$ cat src/rtl/button_press_classifier_pkg.sv
// Shared types and default timing constants for the button classifier.
// Optional auto-repeat feature is enabled by BTN_CLASS_REPEAT_EN.
package btn_pkg;

  typedef enum logic [2:0] {
    IDLE,
    PRESSED,
    LONG_HELD,
    WAIT_SECOND,
    SECOND_PRESSED
  } btn_class_state_t;

  localparam int CLK_DIV_1KHZ  = 100_000;
  localparam int LONG_MS_DEF   = 1000;
  localparam int DOUBLE_MS_DEF = 300;
  localparam int REPEAT_MS_DEF = 200;

  function automatic int max3(
    input int a,
    input int b,
    input int c
  );
    int m;
    m = (a > b) ? a : b;
    return (m > c) ? m : c;
  endfunction

endpackage

$ cat src/rtl/button_press_classifier_if.sv
// Edge inputs from the detector stage and classified
// event pulses towards the control FSMs.
interface button_press_classifier_if;

  logic rising_edge;
  logic falling_edge;
  logic short_press;
  logic long_press;
  logic double_click;
  logic busy;

  modport master (
    output rising_edge,
    output falling_edge,
    input  short_press,
    input  long_press,
    input  double_click,
    input  busy
  );

  modport slave (
    input  rising_edge,
    input  falling_edge,
    output short_press,
    output long_press,
    output double_click,
    output busy
  );

endinterface

$ cat src/rtl/button_press_classifier_ms_tick_gen.sv
// Free-running divider producing a one-cycle tick
// every CLK_DIV clocks (1 kHz from 100 MHz by default).
module ms_tick_gen
  import btn_pkg::*;
#(
  parameter int CLK_DIV = CLK_DIV_1KHZ
) (
  input  logic clk,
  input  logic reset,
  output logic tick
);

  localparam int W =
    (CLK_DIV > 1) ? $clog2(CLK_DIV) : 1;

  logic [W-1:0] cnt_q;
  logic [W-1:0] cnt_d;

  assign tick  = (cnt_q == W'(CLK_DIV - 1));
  assign cnt_d = tick ? '0 : cnt_q + 1'b1;

  // Divider counter, wraps after CLK_DIV-1.
  always_ff @(posedge clk or posedge reset) begin
    if (reset) cnt_q <= '0;
    else       cnt_q <= cnt_d;
  end

endmodule

$ cat src/rtl/button_press_classifier.sv
// Classifies debounced press/release edges into short press,
// long press and double click. BTN_CLASS_REPEAT_EN adds auto-repeat.
module button_press_classifier
  import btn_pkg::*;
#(
  parameter int CLK_DIV   = CLK_DIV_1KHZ,
  parameter int LONG_MS   = LONG_MS_DEF,
  parameter int DOUBLE_MS = DOUBLE_MS_DEF,
  parameter int REPEAT_MS = REPEAT_MS_DEF
) (
  input logic                      clk,
  input logic                      reset,
  button_press_classifier_if.slave bus
);

  localparam int MS_MAX =
    max3(LONG_MS, DOUBLE_MS, REPEAT_MS);
  localparam int MS_W = $clog2(MS_MAX + 1);

  btn_class_state_t state_q;
  logic [MS_W-1:0]  ms_cnt_q;
  logic [MS_W-1:0]  ms_cnt_d;
  logic             short_q;
  logic             long_q;
  logic             double_q;

  logic ms_tick;
  logic ms_sat;
  logic rise;
  logic fall;
  logic long_hit;
  logic dbl_hit;

  ms_tick_gen #(
    .CLK_DIV (CLK_DIV)
  ) u_tick (
    .clk   (clk),
    .reset (reset),
    .tick  (ms_tick)
  );

  // Coincident edges carry no usable information.
  assign rise = bus.rising_edge & ~bus.falling_edge;
  assign fall = bus.falling_edge & ~bus.rising_edge;

  assign ms_sat   = (ms_cnt_q == {MS_W{1'b1}});
  assign ms_cnt_d = (ms_tick && !ms_sat) ?
                    ms_cnt_q + 1'b1 : ms_cnt_q;

  assign long_hit = ms_tick &&
    (ms_cnt_q == MS_W'(LONG_MS - 1));
  assign dbl_hit  = ms_tick &&
    (ms_cnt_q == MS_W'(DOUBLE_MS - 1));

`ifdef BTN_CLASS_REPEAT_EN
  logic rep_hit;
  assign rep_hit = ms_tick &&
    (ms_cnt_q == MS_W'(REPEAT_MS - 1));
`endif

  // Gesture FSM with ms counter and registered pulses.
  always_ff @(posedge clk or posedge reset) begin
    if (reset) begin
      state_q  <= IDLE;
      ms_cnt_q <= '0;
      short_q  <= 1'b0;
      long_q   <= 1'b0;
      double_q <= 1'b0;
    end else begin
      short_q  <= 1'b0;
      long_q   <= 1'b0;
      double_q <= 1'b0;
      ms_cnt_q <= ms_cnt_d;
      unique case (state_q)
        IDLE: begin
          if (rise) begin
            state_q  <= PRESSED;
            ms_cnt_q <= '0;
          end
        end
        PRESSED: begin
          if (fall) begin
            state_q  <= WAIT_SECOND;
            ms_cnt_q <= '0;
          end else if (long_hit) begin
            state_q  <= LONG_HELD;
            ms_cnt_q <= '0;
            long_q   <= 1'b1;
          end
        end
        LONG_HELD: begin
          if (fall) begin
            state_q  <= IDLE;
            ms_cnt_q <= '0;
          end
`ifdef BTN_CLASS_REPEAT_EN
          else if (rep_hit) begin
            ms_cnt_q <= '0;
            long_q   <= 1'b1;
          end
`endif
        end
        WAIT_SECOND: begin
          if (rise) begin
            state_q  <= SECOND_PRESSED;
            ms_cnt_q <= '0;
          end else if (dbl_hit) begin
            state_q  <= IDLE;
            ms_cnt_q <= '0;
            short_q  <= 1'b1;
          end
        end
        SECOND_PRESSED: begin
          if (fall) begin
            state_q  <= IDLE;
            ms_cnt_q <= '0;
            double_q <= 1'b1;
          end
        end
        default: begin
          state_q  <= IDLE;
          ms_cnt_q <= '0;
        end
      endcase
    end
  end

  assign bus.short_press  = short_q;
  assign bus.long_press   = long_q;
  assign bus.double_click = double_q;
  assign bus.busy         = (state_q != IDLE);

endmodule
$ cat src/flat_wrapper.sv
// flat-port wrapper written by rule: the top's interface ports become plain ports
module button_press_classifier_flat import btn_pkg::*;
#(
  parameter int CLK_DIV   = CLK_DIV_1KHZ,
  parameter int LONG_MS   = LONG_MS_DEF,
  parameter int DOUBLE_MS = DOUBLE_MS_DEF,
  parameter int REPEAT_MS = REPEAT_MS_DEF
)
  (clk, reset, bus_rising_edge, bus_falling_edge, bus_short_press, bus_long_press, bus_double_click, bus_busy);
  button_press_classifier_if bus_i ();
  input logic clk;
  input logic reset;
  input wire logic [$bits(bus_i.rising_edge)-1:0] bus_rising_edge;
  input wire logic [$bits(bus_i.falling_edge)-1:0] bus_falling_edge;
  output wire logic [$bits(bus_i.short_press)-1:0] bus_short_press;
  output wire logic [$bits(bus_i.long_press)-1:0] bus_long_press;
  output wire logic [$bits(bus_i.double_click)-1:0] bus_double_click;
  output wire logic [$bits(bus_i.busy)-1:0] bus_busy;
  assign bus_i.rising_edge = bus_rising_edge;
  assign bus_i.falling_edge = bus_falling_edge;
  assign bus_short_press = bus_i.short_press;
  assign bus_long_press = bus_i.long_press;
  assign bus_double_click = bus_i.double_click;
  assign bus_busy = bus_i.busy;
  button_press_classifier #(.CLK_DIV(CLK_DIV), .LONG_MS(LONG_MS), .DOUBLE_MS(DOUBLE_MS), .REPEAT_MS(REPEAT_MS)) u_core (.clk(clk), .reset(reset), .bus(bus_i));
endmodule
$ cat config.mk
export PLATFORM = sky130hd
export DESIGN_NAME = button_press_classifier_flat
export DESIGN_NICKNAME = d
export VERILOG_FILES = /design/src/rtl/button_press_classifier_pkg.sv /design/src/rtl/button_press_classifier_if.sv /design/src/rtl/button_press_classifier_ms_tick_gen.sv /design/src/rtl/button_press_classifier.sv /design/src/flat_wrapper.sv
export SDC_FILE = /design/constraint.sdc
export NUM_CORES = 1
export LEC_CHECK = 0
export ABC_CLOCK_PERIOD_IN_PS = 2260
export CAP_MARGIN = 5
export CELL_PAD_IN_SITES_DETAIL_PLACEMENT = 1
export CELL_PAD_IN_SITES_GLOBAL_PLACEMENT = 1
export CORE_MARGIN = 2
export CORE_UTILIZATION = 43
export CTS_CLUSTER_DIAMETER = 200
export CTS_CLUSTER_SIZE = 25
export DETAILED_ROUTE_END_ITERATION = 12
export GPL_TIMING_DRIVEN = 0
export PLACE_DENSITY_LB_ADDON = 0.1
export SLEW_MARGIN = 20
export SYNTH_ARGS = -nofsm -noshare
export SYNTH_HDL_FRONTEND = slang
export SYNTH_HIERARCHICAL = 1
export SYNTH_SLANG_ARGS = --single-unit
export TNS_END_PERCENT = 30
$ cat constraint.sdc
create_clock -name clk -period 2.26 [get_ports clk]
set_input_delay 0.452 -clock clk [delete_from_list [all_inputs] [get_ports clk]]
set_output_delay 0.452 -clock clk [all_outputs]
set_load 0.03 [all_outputs]
==> metrics.md, run 1 <==
| Metric | Value |
|---|---|
| CP max stage cell | `or4b_4` |
| Crit path max fanout | `6` |
| Post-Syn Nets | `186` |
| DR WL/cell | `17.5 µm` |
| Startpoint types | `register` |
| Worst slew pin tran | `0.670 ns` |
| Number of synthesized flops with an enable pin | `0` |
| DP Cell Count | `236` |
| Slew HR | `0.553` |
| Highest clock rate | `448 MHz` |
| Count leader, synth | `dfrtp_1` |
| Count of different cell masters after synthesis | `44` |
| Post-DP HPWL | `2960 µm` |
| Main flop type after synthesis | `dfrtp_1` |
| Static Leak | `0.000946 µW` |
| Post-synth ARST share | `1.00` |
| Clock network power share | `0.349` |
| Fraction of layout cells with a size suffix above 1 | `0.220` |
| Cell area after layout | `2240 µm²` |
| Top-Level Pins | `8` |
| Initial antenna violation count | `0` |
| Vias | `1458` |
| Internal power | `1080 µW` |
| DRT iter0 DRCs | `72` |
| RSZ-0062 raised after global routing | `true` |
| Largest net degree at the start of global routing | `18` |
| Final setup fails | `0` |
| Worst ir drop on vdd | `0.000376 V` |
| # H-tree levels | `2` |
| Post-synth top cells | `33 x dfrtp_1, 17 x xnor2_1, 16 x nor2_1` |
| CP Capture Type | `register` |
| CTS clk-pin slew, worst paths | `0.07 ns` |
| # rows | `23` |
| CTS tree | `yes` |
| Vias in the first global route | `1529` |
| Seq pwr share | `0.410` |
| Max clock buf depth | `2` |
| N_diodes | `0` |
| Final core utilization | `0.552` |
| Die area | `4810 µm²` |
| Clock tree sinks | `33` |
| GRT Residual Overflow | `0` |
| GPL Wtd Cong | `0.801` |
| CTS root buf | `clkbuf_8` |
| Drt drc | `0` |
| Worst path required time | `2.43 ns` |
| Post-synthesis sequential area ratio | `0.449` |
| Crit path time final | `2.23 ns` |
| Worst-path cell chain | `nand4bb_1, nor4_2, and4_1, buf_6, nand4b_1, or4b_4, a31oi_1, o32ai_1` |
| Non-Filler Instances | `255` |
| Sw frac | `0.302` |
| Hold path cells | `1` |
| Clock Skew | `0.00717 ns` |
| Final #Nets | `212` |
| Status | `finished, final reports clean` |
| Top post-synthesis cells by area | `dfrtp_1 45%, xnor2_1 8.1%, nor2_1 3.3%` |
| Critical path class | `reg2reg` |
| PortBufs | `7` |
| Total CTS buffers | `5` |
| Tcrit/Tclk final | `0.988` |
| Post-Synthesis Cell Area | `1840 µm²` |
| First-pass DRT Iterations | `4` |
| First-pass GRT wire length | `7690 µm` |
| Gr usage total | `0.203` |
| Die H | `69.4 µm` |
| Fin. Hold Viols | `0` |
| Die width | `69.4 µm` |
| Worst-skew pair later-pin latency | `0.30 ns` |
| #FFs+latches synth | `33` |
| Worst Hold Class | `reg2reg` |
| Total of max-cap violations | `0` |
| Worst Slack Setup Final | `0.0265 ns` |
| Vias/cell | `5.72` |
| P_sw | `468 µW` |
| R2r worst-path depth | `8` |
| Synth warnings | `6` |
| Syn Inst Count | `179` |
| Starting Density | `0.453` |
| WP data arrival | `2.40 ns` |
| Antenna-violating nets left | `0` |
| DRT Wirelength | `4450 µm` |
| Core Region | `4060 µm²` |
| Post-synth top area share | `0.449` |
| Pwr Total | `1550 µW` |
| Area growth syn-to-layout | `21.9%` |
| Pins Over Slew Limit | `0` |
| Pre-CTS setup slack | `-0.294 ns` |
| Placed Area | `1980 µm²` |
| Pwr/cell area | `691 nW/µm²` |
| Comb pwr share | `0.241` |
| Hold Buf Count CTS | `0` |
| Yosys top cell by area | `dfrtp_1` |
| Slowest Stage Delay on Critical Path | `0.57 ns` |
| Post-Syn Area per Cell | `10.3 µm²` |
[cells in the final DEF, fill, tap and decap left out, drive strengths merged, types with 2 or more instances in the layout]
master	instances
a2111oi	2
a211oi	4
a21oi	11
a221oi	3
a31oi	2
and4	4
buf	17
clkbuf	7
clkdlybuf4s50	6
dfrtp	33
ha	3
inv	10
nand2	12
nand3	9
nand3b	2
nand4	8
nor2	16
nor2b	4
nor3	9
nor4	5
o21ai	2
o22ai	2
xnor2	17
xor2	4
[area by class of cell]
type / instances / area [µm²]
well taps: 50 / 62.6
fillers: 461 / 1820
multi-input cells: 129 / 985
clock inverters: 2 / 35.0
clock buffers: 5 / 68.8
plain buffers: 7 / 61.3
flip-flops and latches: 33 / 827
repair buffers: 19 / 163
inverters: 10 / 37.5
[sequential cells by signal, summed over array words and instances, names as in the netlist]
register and count:
u_core/state_q 3, u_core/ms_cnt_q 10, u_core/u_tick/cnt_q 17, u_core/bus.long_press 1
u_core/bus.double_click 1, u_core/bus.short_press 1
[worst max-delay path: cells and delay by family (launching register included)]
family / cells / cell delay (ns)
AND/OR/NAND/NOR: 5 / 1.30
flip-flops: 1 / 0.44
AO/OA/AOI/OAI: 2 / 0.23
buffers and inverters: 1 / 0.13
[path summary, 6_finish.rpt]
| path | from | to | slack (ns) |
|---|---|---|---|
| setup / recovery | u_core/u_tick/cnt_q[11]$_DFF_PP0_ | u_core/state_q[1]$_DFFE_PP0P_ | 0.03 |
| hold / removal | u_core/u_tick/cnt_q[14]$_DFF_PP0_ | u_core/u_tick/cnt_q[14]$_DFF_PP0_ | 0.54 |
| setup reg to reg | u_core/u_tick/cnt_q[11]$_DFF_PP0_ | u_core/state_q[1]$_DFFE_PP0P_ | 0.03 |
| hold reg to reg | u_core/u_tick/cnt_q[14]$_DFF_PP0_ | u_core/u_tick/cnt_q[14]$_DFF_PP0_ | 0.54 |
| max in group asynchronous | reset | u_core/u_tick/cnt_q[11]$_DFF_PP0_ | 1.21 |
| min in group asynchronous | reset | u_core/bus.double_click$_DFF_PP0_ | 0.58 |
[kinds of logic after synthesis]
group / after synthesis / share of synthesized area
DFF: 33 / 0.449
and+or+nand+nor: 76 / 0.261
adders and majority gates: 3 / 0.0204
muxes: 1 / 0.00545
buffers and inverters: 17 / 0.0504
AOI/OAI and AO/OA: 28 / 0.113
xor gates and xnor gates: 21 / 0.100
[power groups by stage]
stage / registers [µW] / logic, µW / clock network, µW
2_1_floorplan: 638 / 239 / 0
3_3_place_gp: 643 / 307 / 0
3_5_place_dp: 646 / 323 / 0
4_1_cts: 634 / 320 / 553
5_1_grt: 638 / 400 / 585
6_report: 635 / 373 / 541
[repair_timing]
item                       4_1_cts  5_1_grt
gates resized for setup          6        8
setup endpoints to repair       13       12
gates cloned                     0        1
buffers inserted                 5        6
pin swaps                        2        2
[per-layer routing]
| metal | wire (µm) | vias to the layer above | GRT usage |
|---|---|---|---|
| met5 | 0 | - | 0 |
| met4 | 76 | 0 | 0.0697 |
| met3 | 112 | 7 | 0.0523 |
| met2 | 2180 | 15 | 0.318 |
| met1 | 2080 | 746 | 0.272 |
| li1 | - | 690 | - |
[stage by stage]
step / setup TNS (ns) / hold WS (ns)
after floorplan: 0 / 0.366
after global placement: -0.592 / 0.472
after detailed placement: -1.05 / 0.487
after CTS: -0.0116 / 0.536
after global routing: -0.240 / 0.550
final: 0 / 0.535
Power figures use the tool's default switching activity.
==> run 2: changes to the inputs <==
HOLD_SLACK_MARGIN = 0.15   (was default)
==> results of run 2 <==
Final layout, timing and power as in run 1 (identical DEF).
==> run 3: changes to the inputs <==
CORE_UTILIZATION = 42   (was 43)
SYNTH_HIERARCHICAL = default   (was 1)
==> metrics.md, run 3 <==
| Metric | Value |
|---|---|
| Top-Level Pins | `8` |
| Total CTS buffers | `5` |
| Post-synth top area share | `0.483` |
| Storage element area | `826 µm²` |
| Synth warnings | `0` |
| Post-Synthesis Cell Area | `1710 µm²` |
| Tcrit/Tclk final | `0.953` |
| Vias | `1339` |
| Synth Area in Adders | `0.0146` |
| Largest net degree at the start of global routing | `34` |
| # H-tree levels | `2` |
| Main flop type after synthesis | `dfrtp_1` |
| Vias/cell | `5.65` |
| Number of synthesized flops with an enable pin | `0` |
| Yosys top cell by area | `dfrtp_1` |
| Reg2reg end | `u_core.ms_cnt_q[6]$_DFF_PP0_` |
| Fill count | `467` |
| Crit path max fanout | `7` |
| Final setup fails | `0` |
| Die H | `67.8 µm` |
| Status | `finished, final reports clean` |
| Clock tree sinks | `33` |
| Top post-synthesis cells by area | `dfrtp_1 48%, xor2_1 4.6%, xnor2_1 4.1%` |
| Post-Syn Area per Cell | `10.0 µm²` |
| Highest routed layer | `met4` |
| Vias in the first global route | `1335` |
| Post-synth ARST share | `1.00` |
| Total of max-cap violations | `0` |
| R2r startpoint | `u_core.u_tick.cnt_q[5]$_DFF_PP0_` |
| Max reg flops | `17` |
| Worst Hold Class | `reg2reg` |
| Pwr/cell area | `715 nW/µm²` |
| # rows | `23` |
| Slew HR | `0.528` |
| Die width | `67.8 µm` |
| Area of the multi-input gates | `866 µm²` |
| Core Region | `3970 µm²` |
| Initial antenna violation count | `0` |
| Post-synth top cells | `33 x dfrtp_1, 18 x nor2_1, 15 x nand2_1` |
| Antenna-violating nets left | `0` |
| Placed Area | `1840 µm²` |
| Syn Inst Count | `171` |
| Count of different cell masters after synthesis | `39` |
| Commonest non-fill, non-tap cell in the layout | `dfrtp_1` |
| Simple-gate share of the synthesized area | `0.313` |
| Fin. Hold Viols | `0` |
| Critical path endpoint | `bus_busy` |
| R2r worst-path depth | `5` |
| DRT Wirelength | `3760 µm` |
| Gr usage total | `0.183` |
| Post-Syn Nets | `177` |
| Crit path time final | `2.15 ns` |
| Area growth syn-to-layout | `13.8%` |
| Highest clock rate | `464 MHz` |
| Pins Over Slew Limit | `0` |
| Most frequent cells in the layout | `33 x dfrtp_1, 18 x nor2_1, 15 x nand2_1` |
| Worst ir drop on vdd | `0.000396 V` |
| Starting Density | `0.431` |
| Critical path class | `reg2out` |
| Met2 WL post-DR | `1780 µm` |
| Reg with most FFs | `u_core.u_tick.cnt_q` |
| Reg2Reg Setup Slack | `0.15 ns` |
| Clock Skew | `0.0140 ns` |
| Post-synthesis sequential area ratio | `0.483` |
| PortBufs | `7` |
| Worst path required time | `1.81 ns` |
| Worst setup path start | `u_core.state_q[2]$_DFFE_PP0P_` |
| First-pass DRT Iterations | `4` |
| Max clock buf depth | `2` |
| Post-synthesis mux area share | `0.00585` |
| N_diodes | `0` |
| #FFs+latches synth | `33` |
| Startpoint types | `register` |
| CTS root buf | `clkbuf_8` |
| Largest family of logic cells by synthesized area | `simple AND/OR/NAND/NOR gates` |
| Post-DP HPWL | `2660 µm` |
| Sum Neg Setup Slack | `0 ns` |
| Cell area after layout | `1950 µm²` |
| CTS clk-pin slew, worst paths | `0.06 ns` |
| Worst slew pin tran | `0.706 ns` |
| CP Capture Type | `output pin` |
| GPL Wtd Cong | `0.744` |
| DR WL/cell | `15.9 µm` |
| DRT iter0 DRCs | `54` |
| Fraction of layout cells with a size suffix above 1 | `0.102` |
| Hold wc startpoint | `u_core.u_tick.cnt_q[0]$_DFF_PP0_` |
| Worst-skew pair later-pin latency | `0.29 ns` |
| WP data arrival | `1.70 ns` |
| Met1 wire length | `1800 µm` |
| CTS tree | `yes` |
| DR WL met3 | `93 µm` |
| Compound-Gate Fraction of Synth Area | `0.0856` |
| RSZ-0062 raised after global routing | `false` |
| First-pass GRT wire length | `6140 µm` |
| Count leader, synth | `dfrtp_1` |
| Post-Synth XOR/XNOR Area | `0.0871` |
| Drt drc | `0` |
| Biggest regs | `u_core.u_tick.cnt_q (17), u_core.ms_cnt_q (10), u_core.state_q (3)` |
| Die area | `4600 µm²` |
| GRT Residual Overflow | `0` |
| Static Leak | `0.000811 µW` |
| Hold slack | `0.471 ns` |
| Pwr Total | `1390 µW` |
| Final #Nets | `192` |
-- run 3: timing repair --
action	CTS	global route
resized for setup	0	0
hold endpoints to repair	0	0
hold buffers	0	0
buffers inserted	0	1
endpoints found under the setup margin	0	9
-- run 3: worst min path at each step --
stage               slack, ns                                to  cells past startpoint
detailed placement       0.47  u_core.u_tick.cnt_q[0]$_DFF_PP0_                      1
global route             0.49  u_core.u_tick.cnt_q[0]$_DFF_PP0_                      1
floorplan                0.43  u_core.u_tick.cnt_q[0]$_DFF_PP0_                      1
global placement         0.45  u_core.u_tick.cnt_q[0]$_DFF_PP0_                      1
finish                   0.47  u_core.u_tick.cnt_q[0]$_DFF_PP0_                      1
CTS                      0.48  u_core.u_tick.cnt_q[0]$_DFF_PP0_                      1
-- run 3: cells by family (layout without fill, tap and decap cells) --
| logic type | Yosys count | count (layout) |
|---|---|---|
| adders and majority gates | 2 | 2 |
| xor gates and xnor gates | 17 | 17 |
| muxes | 1 | 1 |
| and+or+nand+nor | 92 | 92 |
| AOI/OAI and AO/OA | 23 | 23 |
| DFF | 33 | 33 |
| buffers and inverters | 3 | 19 |
-- run 3: final cells by class --
type / instances / share of cell area
repair buffers: 8 / 0.0463
clock inverters: 2 / 0.00514
multi-input cells: 135 / 0.445
clock buffers: 6 / 0.0373
well taps: 50 / 0.0322
flip-flops and latches: 33 / 0.424
inverters: 2 / 0.00386
plain buffers: 1 / 0.00579
-- run 3: metal layers --
| layer | global-route usage | vias to the layer above |
|---|---|---|
| met3 | 0.0345 | 7 |
| li1 | - | 652 |
| met5 | 0 | - |
| met2 | 0.290 | 14 |
| met4 | 0.0900 | 0 |
| met1 | 0.240 | 666 |
-- run 3: worst max-delay path, cell delays in order (launching register included) --
cell	delay, ns
dfrtp_1	0.44
or3_1	0.38
clkdlybuf4s50_1	0.59
-- run 3: per-stage QoR --
step           std cells  setup WS [ns]  utilization
2_1_floorplan        171          0.292            -
4_1_cts              236         0.0472        0.485
3_3_place_gp         228         0.0681        0.464
5_1_grt              237         0.0484        0.490
6_report             237          0.106        0.490
3_5_place_dp         228       -0.00988        0.464
-- run 3: power by group --
part / switching (µW) / internal (µW)
combinational: 169 / 146
sequential: 33.4 / 610
clock: 220 / 213
